$ cat config.mk
export PLATFORM = sky130hd
export DESIGN_NAME = cal_eep_spi_slave_flat
export DESIGN_NICKNAME = d
export VERILOG_FILES = /design/src/rtl/cal_eep_spi_slave_if.sv /design/src/rtl/cal_eep_spi_slave.sv /design/src/flat_wrapper.sv
export SDC_FILE = /design/constraint.sdc
export NUM_CORES = 1
export LEC_CHECK = 0
export ABC_AREA = 1
export ABC_CLOCK_PERIOD_IN_PS = 2700
export CAP_MARGIN = 20
export CORE_UTILIZATION = 50
export CTS_CLUSTER_DIAMETER = 80
export DETAILED_ROUTE_END_ITERATION = 8
export GPL_TIMING_DRIVEN = 0
export PLACE_DENSITY = 0.7
export RECOVER_POWER = 25
export SYNTH_ARGS = -nofsm -noshare
export SYNTH_HDL_FRONTEND = slang
export SYNTH_SLANG_ARGS = --single-unit
$ cat constraint.sdc
create_clock -name clk -period 2.7 [get_ports clk]
set_input_delay 0.405 -clock clk [delete_from_list [all_inputs] [get_ports clk]]
set_output_delay 0.405 -clock clk [all_outputs]
set_load 0.03 [all_outputs]
$ cat src/rtl/cal_eep_spi_slave_if.sv
// SPI bus and write-report signals between the command processor's SPI master
// (or a testbench) and the calibration EEPROM model.
interface cal_eep_spi_slave_if #(
  parameter int ADDR_W = 6,
  parameter int DATA_W = 8
);
  logic              SS_n;
  logic              SCLK;
  logic              MOSI;
  logic              MISO;
  logic              wr_pulse;
  logic [ADDR_W-1:0] wr_addr;
  logic [DATA_W-1:0] wr_data;
  logic              frame_err;

  modport master (
    output SS_n, SCLK, MOSI,
    input  MISO, wr_pulse, wr_addr, wr_data, frame_err
  );

  modport slave (
    input  SS_n, SCLK, MOSI,
    output MISO, wr_pulse, wr_addr, wr_data, frame_err
  );
endinterface

$ cat src/rtl/cal_eep_spi_slave.sv
// SPI responder modelling the 64x8 calibration EEPROM on the ss[2] line.
// 16-bit frames, MSB first: [15:14] opcode (01 write, 00 read, 1x reserved),
// [13:8] address, [7:0] data. A read is answered in the low byte of the
// following frame.
module cal_eep_spi_slave #(
  parameter int ADDR_W  = 6,
  parameter int DATA_W  = 8,
  parameter int FRAME_W = 16
) (
  input  logic               clk,
  input  logic               rst_n,
  cal_eep_spi_slave_if.slave spi
);

  localparam int DEPTH = 2 ** ADDR_W;
  localparam int CNT_W = $clog2(FRAME_W + 2);
  localparam logic [CNT_W-1:0] FRAME_CNT = CNT_W'(FRAME_W);
  localparam logic [CNT_W-1:0] CNT_MAX   = CNT_W'(FRAME_W + 1);

  typedef enum logic [1:0] {
    ARM    = 2'd0,
    IDLE   = 2'd1,
    SHIFT  = 2'd2,
    DECODE = 2'd3
  } state_t;

  state_t state_q, state_d;

  // --- stage p0/p1: two-flop synchronisers, p2: previous value for edges ---
  logic ss_n_p0, ss_n_p1, ss_n_p2;
  logic sclk_p0, sclk_p1, sclk_p2;
  logic mosi_p0, mosi_p1;

  logic ss_fall, ss_rise, sclk_rise, sclk_fall;

  logic [1:0]         arm_cnt;
  logic               sync_primed;

  logic [FRAME_W-1:0] tx_shift;
  logic [FRAME_W-1:0] rx_shift;
  logic [CNT_W-1:0]   bit_cnt;

  logic [DATA_W-1:0]  mem [DEPTH];
  logic [DATA_W-1:0]  rd_buf;

  logic [1:0]         rx_op;
  logic [ADDR_W-1:0]  rx_addr;
  logic [DATA_W-1:0]  rx_data;

  // Bring the asynchronous SPI inputs into the clk domain.
  always_ff @(posedge clk or negedge rst_n) begin
    if (!rst_n) begin
      ss_n_p0 <= 1'b1;
      ss_n_p1 <= 1'b1;
      ss_n_p2 <= 1'b1;
      sclk_p0 <= 1'b1;
      sclk_p1 <= 1'b1;
      sclk_p2 <= 1'b1;
      mosi_p0 <= 1'b1;
      mosi_p1 <= 1'b1;
    end else begin
      ss_n_p0 <= spi.SS_n;
      ss_n_p1 <= ss_n_p0;
      ss_n_p2 <= ss_n_p1;
      sclk_p0 <= spi.SCLK;
      sclk_p1 <= sclk_p0;
      sclk_p2 <= sclk_p1;
      mosi_p0 <= spi.MOSI;
      mosi_p1 <= mosi_p0;
    end
  end

  // --- stage p1/p2 boundary: edge strobes on synchronised signals ---
  assign ss_fall   =  ss_n_p2 & ~ss_n_p1;
  assign ss_rise   = ~ss_n_p2 &  ss_n_p1;
  assign sclk_rise = ~sclk_p2 &  sclk_p1;
  assign sclk_fall =  sclk_p2 & ~sclk_p1;

  // The sync flops come out of reset at 1, so ss_n_p1 only reflects the real
  // pin two clocks after release; ARM waits for that before trusting SS_n high,
  // otherwise a frame in progress at reset release would be picked up halfway.
  always_ff @(posedge clk or negedge rst_n) begin
    if (!rst_n) begin
      arm_cnt <= 2'd0;
    end else if (arm_cnt != 2'd3) begin
      arm_cnt <= arm_cnt + 2'd1;
    end
  end

  assign sync_primed = (arm_cnt == 2'd3);

  // State register.
  always_ff @(posedge clk or negedge rst_n) begin
    if (!rst_n) begin
      state_q <= ARM;
    end else begin
      state_q <= state_d;
    end
  end

  // Next-state logic.
  always_comb begin
    state_d = state_q;
    unique case (state_q)
      ARM:     if (sync_primed && ss_n_p1) state_d = IDLE;
      IDLE:    if (ss_fall)                state_d = SHIFT;
      SHIFT:   if (ss_rise)                state_d = DECODE;
      DECODE:                              state_d = IDLE;
      default:                             state_d = ARM;
    endcase
  end

  // Shift registers and bit counter; a fall before any rise is the master's
  // leading edge and must not disturb bit 15, which is already on MISO.
  always_ff @(posedge clk or negedge rst_n) begin
    if (!rst_n) begin
      tx_shift <= '0;
      rx_shift <= '0;
      bit_cnt  <= '0;
    end else if (state_q == IDLE && ss_fall) begin
      tx_shift <= {{(FRAME_W - DATA_W){1'b0}}, rd_buf};
      bit_cnt  <= '0;
    end else if (state_q == SHIFT) begin
      if (sclk_rise) begin
        rx_shift <= {rx_shift[FRAME_W-2:0], mosi_p1};
        if (bit_cnt != CNT_MAX) begin
          bit_cnt <= bit_cnt + CNT_W'(1);
        end
      end
      if (sclk_fall && bit_cnt != '0) begin
        tx_shift <= {tx_shift[FRAME_W-2:0], 1'b0};
      end
    end
  end

  // --- stage p2/decode boundary: frame fields ---
  assign rx_op   = rx_shift[FRAME_W-1 -: 2];
  assign rx_addr = rx_shift[FRAME_W-3 -: ADDR_W];
  assign rx_data = rx_shift[DATA_W-1:0];

  // Commit a completed frame: write to memory or capture read data; a frame of
  // the wrong length only raises frame_err.
  always_ff @(posedge clk or negedge rst_n) begin
    if (!rst_n) begin
      for (int i = 0; i < DEPTH; i++) begin
        mem[i] <= '0;
      end
      rd_buf        <= '0;
      spi.wr_pulse  <= 1'b0;
      spi.wr_addr   <= '0;
      spi.wr_data   <= '0;
      spi.frame_err <= 1'b0;
    end else begin
      spi.wr_pulse  <= 1'b0;
      spi.frame_err <= 1'b0;
      if (state_q == DECODE) begin
        if (bit_cnt == FRAME_CNT) begin
          case (rx_op)
            2'b01: begin
              mem[rx_addr] <= rx_data;
              spi.wr_pulse <= 1'b1;
              spi.wr_addr  <= rx_addr;
              spi.wr_data  <= rx_data;
            end
            2'b00:   rd_buf <= mem[rx_addr];
            default: ;
          endcase
        end else begin
          spi.frame_err <= 1'b1;
        end
      end
    end
  end

  // MISO is driven only while selected and shifting.
  assign spi.MISO = (state_q == SHIFT && !ss_n_p1) ? tx_shift[FRAME_W-1] : 1'b0;

endmodule

$ cat src/flat_wrapper.sv
// flat-port wrapper written by rule: the top's interface ports become plain ports
module cal_eep_spi_slave_flat 
#(
  parameter int ADDR_W  = 6,
  parameter int DATA_W  = 8,
  parameter int FRAME_W = 16
)
  (clk, rst_n, spi_SS_n, spi_SCLK, spi_MOSI, spi_MISO, spi_wr_pulse, spi_wr_addr, spi_wr_data, spi_frame_err);
  cal_eep_spi_slave_if #(.ADDR_W(ADDR_W), .DATA_W(DATA_W)) spi_i ();
  input  logic clk;
  input  logic rst_n;
  input wire logic [$bits(spi_i.SS_n)-1:0] spi_SS_n;
  input wire logic [$bits(spi_i.SCLK)-1:0] spi_SCLK;
  input wire logic [$bits(spi_i.MOSI)-1:0] spi_MOSI;
  output wire logic [$bits(spi_i.MISO)-1:0] spi_MISO;
  output wire logic [$bits(spi_i.wr_pulse)-1:0] spi_wr_pulse;
  output wire logic [$bits(spi_i.wr_addr)-1:0] spi_wr_addr;
  output wire logic [$bits(spi_i.wr_data)-1:0] spi_wr_data;
  output wire logic [$bits(spi_i.frame_err)-1:0] spi_frame_err;
  assign spi_i.SS_n = spi_SS_n;
  assign spi_i.SCLK = spi_SCLK;
  assign spi_i.MOSI = spi_MOSI;
  assign spi_MISO = spi_i.MISO;
  assign spi_wr_pulse = spi_i.wr_pulse;
  assign spi_wr_addr = spi_i.wr_addr;
  assign spi_wr_data = spi_i.wr_data;
  assign spi_frame_err = spi_i.frame_err;
  cal_eep_spi_slave #(.ADDR_W(ADDR_W), .DATA_W(DATA_W), .FRAME_W(FRAME_W)) u_core (.clk(clk), .rst_n(rst_n), .spi(spi_i));
endmodule
-- Word level (Yosys, flattened, before mapping)
Index checks and enable logic that the tools add are counted.
- $lt $le $gt $ge: 2
- bitwise gates (word level): 10
- reduce and logical (&&, ||, !) cells: 19
- eq/ne operators: 11
- add/subtract/negate cells: 2
- mux-type cells: 23
- operators with widths (cell ; count):
    bitwise mux 512 bit ; 1
    binary-select mux 8 bit (select 6 bit) ; 1
    demux 8 bit (select 6 bit) ; 1
    2-to-1 mux 16 bit ; 3
    2-to-1 mux 8 bit ; 3
    2-to-1 mux 5 bit ; 4
    AND reduction 3 bit ; 5
    one-hot mux 2 bit (4 select lines) ; 1
    nonzero test 2 bit ; 4
    greater-or-equal comparator 7 bit, second input constant ; 1
    < comparator 7 x 1 -> 1 bit, second input constant ; 1
    NOT 6 -> 7 bit ; 1
    == test 2 bit, second input constant ; 3
    2-to-1 mux 1 bit ; 6
    2-to-1 mux 2 bit ; 3
    != test 2 x 1 -> 1 bit, second input constant ; 3
    adder 5 x 1 -> 5 bit, second input constant ; 1
    == test 5 bit, second input constant ; 1
    logical AND 1 bit ; 5
    != test 5 bit, second input constant ; 1
    NOT 1 bit ; 5
    nonzero test 5 bit ; 1
    AND 1 bit ; 4
    == test 2 x 1 -> 1 bit, second input constant ; 2
    5 further kinds ; 6
- input bits: 5
- logic and storage cells: 149
- flip-flop bits (word level): 585
- output and inout bits: 17

-- Depth between registers and ports, before layout
- depth after elaboration: 6
- gate-level depth with buffers: 14
- gate-level depth less buffers: 10

-- Worst setup path after synthesis
Ideal clock, no wire load.
- path kind: reg-to-reg
- from: register u_core.bit_cnt[0]
- to: register u_core.mem[133] (netlist bit)
- data arrival time: 1.897 ns
- clock period less this slack: 2.030 ns
- data required time: 2.567 ns
- path slack: 0.670 ns
- library setup time: 0.133 ns
- buffers on the path: 1
- cell stages (with the launch flop): 11
- cells stage by stage: dfrtp_1 -> inv_1 -> ha_1 -> nand3_1 -> nor2_1 -> nand2_2 -> nor4_4 -> nand2_1 -> buf_2 -> nand2_1 -> o21ai_0
- word-level cells in the longest chain between the ends: 2
- RTL lines (item ; line ; text):
    start, declared ; cal_eep_spi_slave.sv:41 ; logic [CNT_W-1:0] bit_cnt;
    start signal, assigned ; cal_eep_spi_slave.sv:127 ; bit_cnt <= bit_cnt + CNT_W'(1);
    == test 5 bit ; cal_eep_spi_slave.sv:157 ; if (bit_cnt == FRAME_CNT) begin
    AND reduction 3 bit (no source line) ; - ;
    end signal, assigned by index ; cal_eep_spi_slave.sv:160 ; mem[rx_addr] <= rx_data;
    end, declared ; cal_eep_spi_slave.sv:43 ; logic [DATA_W-1:0] mem [DEPTH];
Every way passes these cells.
A chain may end at the register's enable or synchronous reset.

-- Worst setup path in the final report
- from: register u_core.rx_shift[8]
- to: register u_core.rd_buf[3]
- word-level cells in the longest chain between the ends: 4
- RTL lines (item ; line ; text):
    start, declared ; cal_eep_spi_slave.sv:40 ; logic [FRAME_W-1:0] rx_shift;
    start signal, assigned ; cal_eep_spi_slave.sv:125 ; rx_shift <= {rx_shift[FRAME_W-2:0], mosi_p1};
    NOT 6 -> 7 bit (not written as such) ; cal_eep_spi_slave.sv:165 ; 2'b00: rd_buf <= mem[rx_addr];
    binary-select mux 8 bit (select 6 bit) ; cal_eep_spi_slave.sv:165 ;
    2-to-1 mux 8 bit (not written as such) (2 in a row) ; cal_eep_spi_slave.sv:165 ;
    end signal, assigned ; cal_eep_spi_slave.sv:165 ;
    end, declared ; cal_eep_spi_slave.sv:44 ; logic [DATA_W-1:0] rd_buf;
Every way passes these cells. The select of a mux whose other input is x is not followed.

==> results by group <==
STA
  • Clk_skew: 38.0 ps
  • Total negative slack: -23.4 ps
  • Setup violations, final: 2
  • Final worst-path setup slack: -17.8 ps
  • Worst hold margin: 346 ps
  • Final hold vios: 0
  • RSZ-0062 raised after global routing: true
  • Fmax: 368 MHz
  • Worst slew margin: 24.9%
  • Fin crit share: 101%
  • Fin. max-slew vios: 0
  • Period minus WS final: 2720 ps
  • Tightest Pin Transition: 1130 ps

Synthesis
  • Synth top area cells: dfrtp_1 (53%), nand2_1 (16%), o21ai_0 (11%)
  • Synth Cell Area: 27200 um2
  • Synth cell types: 31
  • Synth area leader: dfrtp_1
  • Syn_nets: 3499
  • Post-synthesis instance total: 3484
  • #FFs+latches synth: 585
  • Syn Area/Cell: 7.80 um2
  • Seq/Total Area, Yosys: 53.9%
  • Ys Warns: 0
  • Synth top area share: 53.1%

Worst setup path
  • CP required: 3200 ps
  • Largest fanout on the critical path: 10
  • Crit path largest cell delay: 490 ps
  • Arrival time worst endpoint: 3220 ps
  • Cell chain of the critical path: inv_1 > clkbuf_4 > clkbuf_1 > o21ai_0 > nand2_1 > nor2_1 > nor2_1 > nor2_1 > nand3_1 > nand2_1 > inv_1
  • Setup crit end kind: flop
  • Most used cell, CP: nor2_1
  • CP top delay family: simple AND/OR/NAND/NOR gates
  • Element type at the critical path start: flop
  • WS Path Type: flop to flop
  • CP bufs+invs: 4
  • Critical-path top delay cell: dfrtp_2

Finish
  • Antenna diodes: 0
  • Footprint of the multi-input gates: 10300 um2
  • Util after Layout: 57.7%
  • Synth-to-layout area growth: 13.9%
  • Final nets: 3606
  • Fillcell total: 4980
  • Reg area: 14700 um2
  • Share of layout cells above drive strength 1: 8.06%

Clock tree
  • H-Tree Depth: 3
  • Root buffer cell: clkbuf_16
  • Max clock buf depth: 3
  • CTS buffer count: 66
  • Clk slew on worst S/H paths: 70 ps
  • Clock net sink count: 585
  • CTS tree: yes
  • Worst-Skew Late Latency: 630 ps

GRT
  • Number of global-route vias before repair: 22800
  • Global-route wire length before repair: 135 mm
  • Largest net degree at the start of global routing: 119
  • Grt ovf: 0
  • Initial antenna violation count: 2
  • GR Util All Layers: 32.0%

Floorplanning
  • Die Footprint: 55300 um2
  • I/O pin total: 22
  • Std-Cell Rows: 85
  • Core Area: 53700 um2
  • Die width: 235 um
  • Height of the die: 235 um
  • Initial Util: 50.6%

Pwr
  • Maximum vdd ir drop: 601 uV
  • P_leak: 14.2 nW
  • PwrDens: 659 nW/um2
  • Total power: 20.4 mW

Status
  • Run status: complete, but fails checks
  • Failing checks: negative setup slack

Placement
  • Setup WS pre-CTS: -727 ps
  • GP Congestion: 1.01
  • Port Buffers: 21
  • Hpwl dp: 61.3 mm

Job
  • Max_cap viols: 0

Min path
  • HP Class: input pin to asynchronous set/reset pin

Route
  • First-iteration detailed-routing DRC count: 2598
  • DRT Wirelength: 87.3 mm
  • Post-DR vias/cell: 5.52
  • DR DRC count: 0
  • Routed WL per cell: 20.2 um
  • Drt pass-1 iters: 6
  • Post-route ant nets: 0
  • Via count: 23900
[cells in the mapped netlist, drive strengths merged]
| master | number |
|---|---|
| or2 | 26 |
| nor2 | 180 |
| nand3b | 1 |
| clkinv | 2 |
| dfstp | 8 |
| buf | 57 |
| clkbuf | 162 |
| nor4 | 6 |
| o2111ai | 1 |
| a211oi | 1 |
| o21ai | 622 |
| inv | 403 |
| o211ai | 73 |
| dfrtp | 577 |
| o31ai | 3 |
| nand2 | 1154 |
| nor3 | 6 |
| nand3 | 175 |
| ha | 10 |
| a21oi | 13 |
| nand4 | 1 |
| a31oi | 1 |
| mux2 | 1 |
| xnor2 | 1 |
[worst paths after layout]
kind | start | end | slack (ps) | depth (start not counted)
worst max register to register | u_core.rx_shift[8] | u_core.rd_buf[3] | -20 | 11
worst min-delay path | rst_n | u_core.mem[405] | 350 | 2
min in group clk | spi_MOSI | u_core.mosi_p0 | 350 | 1
max in group asynchronous | rst_n | u_core.mem[161] | 500 | 5
worst min register to register | u_core.mosi_p0 | u_core.mosi_p1 | 350 | 0
worst max-delay path | u_core.rx_shift[8] | u_core.rd_buf[3] | -20 | 11
[power breakdown]
group          total, mW  switching (mW)  internal, mW
sequential          9.05           0.105          8.95
clock               9.06            3.75          5.31
combinational       2.29            1.91         0.378
total               20.4            5.77          14.6
[final cells by class]
| cell class | count | share of cell area (%) |
|---|---|---|
| clock inverters | 27 | 1.07 |
| inverters | 405 | 4.93 |
| multi-input cells | 2275 | 33.1 |
| plain buffers | 218 | 3.26 |
| flip-flops and latches | 585 | 47.3 |
| clock buffers | 85 | 5.83 |
| repair buffers | 40 | 1.66 |
| well taps | 696 | 2.81 |
[placed cells by master (no fill, tap or decap), types with 3 or more instances in the layout]
master / Yosys / routed
nand2_2: 1 / 3
nand3_2: 0 / 3
clkbuf_4: 0 / 6
buf_8: 0 / 4
dfrtp_1: 577 / 576
o21ai_2: 0 / 5
clkdlybuf4s50_1: 0 / 16
buf_4: 1 / 11
o211ai_1: 73 / 73
nor4_4: 4 / 4
ha_1: 10 / 10
clkbuf_16: 0 / 67
dfstp_2: 8 / 6
nor2_2: 3 / 4
clkbuf_1: 162 / 125
buf_6: 0 / 7
nand2_1: 1153 / 1150
clkbuf_8: 0 / 6
o21ai_1: 0 / 11
inv_1: 402 / 402
buf_2: 45 / 44
bufinv_16: 0 / 6
o21ai_0: 622 / 606
nor2_4: 0 / 9
dlygate4sd3_1: 0 / 4
nor2_1: 177 / 167
nor3_2: 2 / 3
clkinv_2: 0 / 13
a21oi_1: 13 / 13
inv_6: 0 / 6
nand3_1: 175 / 172
o31ai_1: 3 / 3
or2_2: 26 / 26
buf_16: 0 / 5
clkbuf_2: 0 / 44
[worst reg2reg max path, stage by stage (launching register included)]
cell      delay, ps
dfrtp_2         490
inv_1            80
clkbuf_4        230
clkbuf_1        370
o21ai_0         460
nand2_1          90
nor2_1          320
nor2_1           70
nor2_1          140
nand3_1         200
nand2_1         100
inv_1            40
[metal layers]
layer | part of all wire, % | wire length (um) | global-route usage [%] | vias to the layer above
li1 | - | - | - | 11200
met4 | 5.7 | 4960 | 17.2 | 2
met1 | 40 | 35300 | 42.4 | 11300
met2 | 44 | 38000 | 48.0 | 1127
met5 | 0.024 | 21 | 0 | -
met3 | 10 | 8980 | 8.67 | 266
[metrics by stage]
step | instance area (um2) | instances
after global routing | 31000 | 4331
after detailed placement | 28500 | 4212
after floorplan | 27200 | 3484
final | 31000 | 4331
after CTS | 30800 | 4329
after global placement | 28300 | 4201
[repair_timing]
action | CTS | global route
endpoints found under the setup margin | 376 | 433
pin swaps | 4 | 0
buffers inserted | 5 | 1
endpoints found under the hold margin | 72 | 0
gates cloned | 0 | 1
hold buffers | 1 | 0
resized for setup | 64 | 90
[state kept, by name, summed over array words and instances, names as in the netlist]
signal and flops:
u_core.ss_n_p1 1, u_core.mem 512, u_core.bit_cnt 5, u_core.state_q 2
u_core.mosi_p1 1, u_core.spi.wr_data 8, u_core.rx_shift 16, u_core.mosi_p0 1
u_core.ss_n_p0 1, u_core.ss_n_p2 1, u_core.tx_shift 16, u_core.sclk_p0 1
u_core.spi.wr_pulse 1, u_core.arm_cnt 2, u_core.rd_buf 8, u_core.sclk_p1 1
u_core.spi.frame_err 1, u_core.sclk_p2 1, u_core.spi.wr_addr 6
[cell families (layout without fill, tap and decap cells)]
kind of cell	count (synthesis)	count (layout)	share of synthesized area (%)
compound gates	714	714	13.9
mux	1	1	0.0414
simple gates	1549	1549	22.8
flops	585	585	53.9
buf+inv	624	775	8.84
fa+ha+maj	10	10	0.460
xor+xnor	1	1	0.0322
Power figures use the tool's default switching activity.
